File: src/rtl/seq_sched.sv
// seq_sched: sequencing and arbitration controller for a shared serial pattern detector
// (1101 / 0110, overlapping). Two requesters submit WIDTH-bit words over valid/ready.
// The block round-robin arbitrates, clears the detector for one cycle, shifts the word
// out one bit per cycle, then drains FLAG_LAT zero bits. It counts the detector hits that
// belong to the word's own bits and returns the count and requester ID over a
// valid/ready response channel.
//
// Ports:
//   clk, rst_n             clock (posedge) and synchronous active-low reset
//   req0_valid/data/ready  requester 0 (ready is a combinational one-cycle accept pulse)
//   req1_valid/data/ready  requester 1
//   det_rst_n, det_din     registered detector reset and serial bit (detector samples on negedge)
//   det_flag               detector hit output
//   rsp_valid/id/count     response, held stable until rsp_ready
//   rsp_ready              response consumer ready
//
// Configuration macro: SEQ_SCHED_LSB_FIRST_EN -- when defined, words are shifted LSB first;
// otherwise MSB first. Latency, count window and arbitration are unaffected.
module seq_sched #(
    parameter int unsigned WIDTH    = 8,
    parameter int unsigned FLAG_LAT = 2,
    parameter int unsigned CNT_W    = 4
) (
    input  logic             clk,
    input  logic             rst_n,
    input  logic             req0_valid,
    input  logic [WIDTH-1:0] req0_data,
    output logic             req0_ready,
    input  logic             req1_valid,
    input  logic [WIDTH-1:0] req1_data,
    output logic             req1_ready,
    output logic             det_rst_n,
    output logic             det_din,
    input  logic             det_flag,
    output logic             rsp_valid,
    output logic             rsp_id,
    output logic [CNT_W-1:0] rsp_count,
    input  logic             rsp_ready
);

    localparam int unsigned NumIdx = WIDTH + FLAG_LAT;
    localparam int unsigned IdxW   = $clog2(NumIdx);

    localparam logic [IdxW-1:0] LastIdx  = IdxW'(NumIdx - 1);
    localparam logic [IdxW-1:0] DrainIdx = IdxW'(WIDTH);
    localparam logic [IdxW-1:0] LatIdx   = IdxW'(FLAG_LAT);

    typedef enum logic [1:0] {StIdle, StClear, StShift, StResp} state_e;

    state_e           state_q, state_d;
    logic [IdxW-1:0]  idx_q, idx_d;
    logic [WIDTH-1:0] data_q, data_d;
    logic             id_q, id_d;
    logic [CNT_W-1:0] cnt_q, cnt_d;
    logic             last_grant_q, last_grant_d;
    logic             det_rst_n_q, det_rst_n_d;
    logic             det_din_q, det_din_d;
    logic             gnt0, gnt1;

    always_comb begin
        state_d      = state_q;
        idx_d        = idx_q;
        data_d       = data_q;
        id_d         = id_q;
        cnt_d        = cnt_q;
        last_grant_d = last_grant_q;
        det_din_d    = 1'b0;
        gnt0         = 1'b0;
        gnt1         = 1'b0;

        unique case (state_q)
            StIdle: begin
                // On a tie, requester 0 wins only if requester 1 had the last grant.
                if (rst_n) begin
                    if (req0_valid && (!req1_valid || last_grant_q)) begin
                        gnt0 = 1'b1;
                    end else if (req1_valid) begin
                        gnt1 = 1'b1;
                    end
                end
                if (gnt0 || gnt1) begin
                    data_d       = gnt1 ? req1_data : req0_data;
                    id_d         = gnt1;
                    last_grant_d = gnt1;
                    cnt_d        = '0;
                    state_d      = StClear;
                end
            end
            StClear: begin
                idx_d   = '0;
                state_d = StShift;
            end
            StShift: begin
                // det_flag at index idx belongs to the bit sent at idx - FLAG_LAT.
                if (idx_q >= LatIdx && det_flag && cnt_q != '1) begin
                    cnt_d = cnt_q + CNT_W'(1);
                end
                if (idx_q == LastIdx) begin
                    state_d = StResp;
                end else begin
                    idx_d = idx_q + IdxW'(1);
                end
            end
            StResp: begin
                if (rsp_ready) begin
                    state_d = StIdle;
                end
            end
            default: state_d = StIdle;
        endcase

        // det_din is registered, so it is derived from the index the next cycle will hold;
        // the word register doubles as the shift register.
        if (state_d == StShift) begin
`ifdef SEQ_SCHED_LSB_FIRST_EN
            det_din_d = (idx_d < DrainIdx) ? data_q[0] : 1'b0;
            data_d    = data_q >> 1;
`else
            det_din_d = (idx_d < DrainIdx) ? data_q[WIDTH-1] : 1'b0;
            data_d    = data_q << 1;
`endif
        end

        det_rst_n_d = (state_d != StClear);
    end

    always_ff @(posedge clk) begin
        if (!rst_n) begin
            state_q      <= StIdle;
            idx_q        <= '0;
            data_q       <= '0;
            id_q         <= 1'b0;
            cnt_q        <= '0;
            last_grant_q <= 1'b1;
            det_rst_n_q  <= 1'b0;
            det_din_q    <= 1'b0;
        end else begin
            state_q      <= state_d;
            idx_q        <= idx_d;
            data_q       <= data_d;
            id_q         <= id_d;
            cnt_q        <= cnt_d;
            last_grant_q <= last_grant_d;
            det_rst_n_q  <= det_rst_n_d;
            det_din_q    <= det_din_d;
        end
    end

    assign req0_ready = gnt0;
    assign req1_ready = gnt1;
    assign det_rst_n  = det_rst_n_q;
    assign det_din    = det_din_q;
    assign rsp_valid  = (state_q == StResp);
    assign rsp_id     = id_q;
    assign rsp_count  = cnt_q;

endmodule

File: config.mk
export PLATFORM = sky130hd
export DESIGN_NAME = seq_sched
export DESIGN_NICKNAME = d
export VERILOG_FILES = /design/src/rtl/seq_sched.sv
export SDC_FILE = /design/constraint.sdc
export NUM_CORES = 1
export LEC_CHECK = 0
export BUFFER_PORTS_ARGS = -buffer_cell sky130_fd_sc_hd__buf_4
export CAP_MARGIN = 20
export CORE_MARGIN = 5
export CORE_UTILIZATION = 58
export CTS_CLUSTER_DIAMETER = 150
export DETAILED_ROUTE_END_ITERATION = 8
export PLACE_DENSITY = 0.9
export SLEW_MARGIN = 0
export SYNTH_ARGS = -nofsm -noshare
export SYNTH_HDL_FRONTEND = slang
export SYNTH_SLANG_ARGS = --single-unit
File: constraint.sdc
create_clock -name clk -period 3.38 [get_ports clk]
set_input_delay 0.845 -clock clk [delete_from_list [all_inputs] [get_ports clk]]
set_output_delay 0.845 -clock clk [all_outputs]
set_load 0.1 [all_outputs]
==> flow_metrics.tcl <==
set metrics [dict create \
    drive_gt1_frac 0.264 \
    synthTopCellsByArea "dfxtp_1, o2111ai_1, o21ai_0" \
    worst-r2r-setup-slack_ns 0.99 \
    die-area_mm2 0.00360 \
    worstSetupPathType "in -> out" \
    fmax_ghz 0.350 \
    tritoncts "done" \
    status "completed" \
    holdCritPathClass "reg -> reg" \
    hp-start "data_q[7]$_SDFFE_PN0P_" \
    fin_crit_ns 2.86 \
    post_drt_wl_per_cell_um 15.1 \
    post-route-period-util 0.846 \
    grt_pass1_wl_mm 5.58 \
    final-seq-area_um2 440 \
    grt_pass1_vias 1262 \
    yosys.area_share.simple 0.228 \
    rows 18 \
    cts.clk_slew.worst_paths_ns 0.13 \
    antenna_found_initial 0 \
    nets 221 \
    vias_per_cell 6.01 \
    grt_max_degree 28 \
    skew_ns 0.0135 \
    die_w_um 60.0 \
    routabilityCongestion 0.744 \
    cts.repair.resized 0 \
    switching_power_mw 0.428 \
    fill_cells 189 \
    cts_setup_buffers 0 \
    start_kind "primary input" \
    seq_power_share 0.337 \
    synth-compound-area-share 0.326 \
    layout_commonest_cell "buf_4" \
    syn-num-nets 195 \
    overflow 0 \
    path_max_fanout 27 \
    hold_depth 2 \
    intPower_mw 0.587 \
    worst_pin_slew_ns 0.625 \
    pin_count 32 \
    holdBufCountCts 0 \
    final_cell_mix "buf_4, dfxtp_1, nand2_1, o21ai_0" \
    cts.sinks 22 \
    port_buffers 31 \
    p_leak_nw 0.724 \
    numCtsBuffers 3 \
    route.detailed.drc 0 \
    ys_warn_count 0 \
    netlist_instances 168 \
    synth-seq-cells 22 \
    cap_violations 0 \
    start_util 0.597 \
    power_density_mw_per_mm2 589 \
    synth-xor-area-share 0 \
    ir_worst_vdd_mv 0.656 \
    maxSlewViolCount 0 \
    cts_htree_levels 1 \
    vias 1341 \
    synth_top_cell_by_area "dfxtp_1" \
    track_usage 0.203 \
    worstRegToRegCells 6 \
    dr.pass1.iters 4 \
    synthAdderAreaFrac 0.0431 \
    worst_ep_arrival_time_ns 2.02 \
    cts_buffer_depth 2 \
    first_iter_violations 69 \
    min_to "det_din$_SDFF_PN0_" \
    rr_startpoint "state_q[0]$_SDFF_PN0_" \
    postRouteAntennaNets 0 \
    rsz0062_at_grt "no" \
    root_buffer "clkbuf_4" \
    p_comb_frac 0.460 \
    synthesis.area_mm2 0.00145 \
    synth_cell_types 41 \
    r2r-end "rsp_count[3]$_SDFFE_PN0P_" \
    finalSetupTns_ns 0 \
    p_clk_frac 0.204 \
    synth_top_family_by_area "compound AO/OA/AOI/OAI gates" \
    fp.dieH_um 60.0 \
    insertedDiodeCount 0 \
    yosys.area.top_type_share 0.303 \
    hold_violations 0 \
    area_growth_syn_to_layout_pct 18.7 \
    critPathRequiredTime_ns 2.53 \
    p_sw_frac 0.422 \
    syn_avg_cell_area_um2 8.64 \
    end_kind "primary output" \
    power_mw 1.01 \
    clk_latency_ns 0.33 \
    multi_input_area_um2 933 \
    finalSetupViolCount 0 \
    hpwl_mm 2.47 \
    coreArea_mm2 0.00243 \
    yosysSeqAreaShare 0.303 \
    synthMuxAreaShare 0.0431 \
    relSlewSlack 0.584 \
    finalWirelength_mm 3.37 \
]
==> layer usage <==
| metal | vias to the layer above | GRT usage | wire, µm |
|---|---|---|---|
| li1 | 677 | - | - |
| met1 | 607 | 0.252 | 1480 |
| met2 | 50 | 0.329 | 1590 |
| met3 | 7 | 0.0497 | 241 |
| met4 | 0 | 0.0918 | 61 |
| met5 | - | 0 | 0 |
==> area by class of cell <==
cell class                 instances  area share
clock buffer                       3      0.0131
sequential                        22       0.256
inverter                           7      0.0153
tap                               30      0.0218
clock inverter                     1      0.0174
timing repair buffer              31       0.135
multi-input combinational        129       0.542
==> flip-flops by register name, summed over array words and instances (netlist names) <==
register      flops
data_q            8
idx_q             4
rsp_count         4
state_q           2
det_din           1
det_rst_n         1
last_grant_q      1
rsp_id            1
==> cells in the mapped netlist (all sizes together) <==
master   count
nand3        5
nand3b       1
mux2         2
o211a        2
o22ai        1
or4b         1
a211o        1
o31ai        2
o21a         1
o211ai       2
a2111oi      1
o311ai       7
buf          6
mux2i        4
clkbuf       4
nor2b        3
and2         9
and4bb       1
or3          4
inv          7
a21oi        9
and3        11
o31a         1
dfxtp       22
nor4         1
nand2       15
nor2        10
o21ai       15
o2111ai      8
a21boi       7
ha           5
==> metrics by stage <==
stage	hold slack [ns]	instances	setup WS [ns]	util	instance area, µm²
2_1_floorplan	0.431	168	0.315	-	1460
3_3_place_gp	0.456	219	0.596	0.687	1670
3_5_place_dp	0.455	219	0.537	0.687	1670
4_1_cts	0.473	223	0.527	0.708	1720
5_1_grt	0.507	223	0.415	0.708	1720
6_report	0.476	223	0.520	0.708	1720
==> logic make-up after synthesis <==
family / count (synthesis)
multiplexers: 6
AO/OA/AOI/OAI: 57
adder cells (fa/ha/maj): 5
AND/OR/NAND/NOR: 61
buffers and inverters: 17
flip-flops: 22
==> power by group through the flow <==
stage | sequential [mW] | clock, mW | combinational [mW]
global placement | 0.343 | 0 | 0.447
floorplan | 0.396 | 0 | 0.324
global route | 0.349 | 0.224 | 0.501
CTS | 0.341 | 0.209 | 0.465
detailed placement | 0.346 | 0 | 0.462
finish | 0.342 | 0.207 | 0.466
==> worst max-delay path: stages <==
cell	delay [ns]
buf_4	0.23
and2_1	0.39
and3_1	0.25
buf_4	0.30
==> how the worst max path moves through the flow <==
stage           from          to  slack, ns  cells past startpoint
5_1_grt        rst_n  req1_ready       0.42                      4
3_5_place_dp   rst_n  req1_ready       0.54                      4
6_report       rst_n  req1_ready       0.52                      4
2_1_floorplan  rst_n  req1_ready       0.31                      4
3_3_place_gp   rst_n  req1_ready       0.60                      4
4_1_cts        rst_n  req1_ready       0.53                      4
Power figures use the tool's default switching activity.
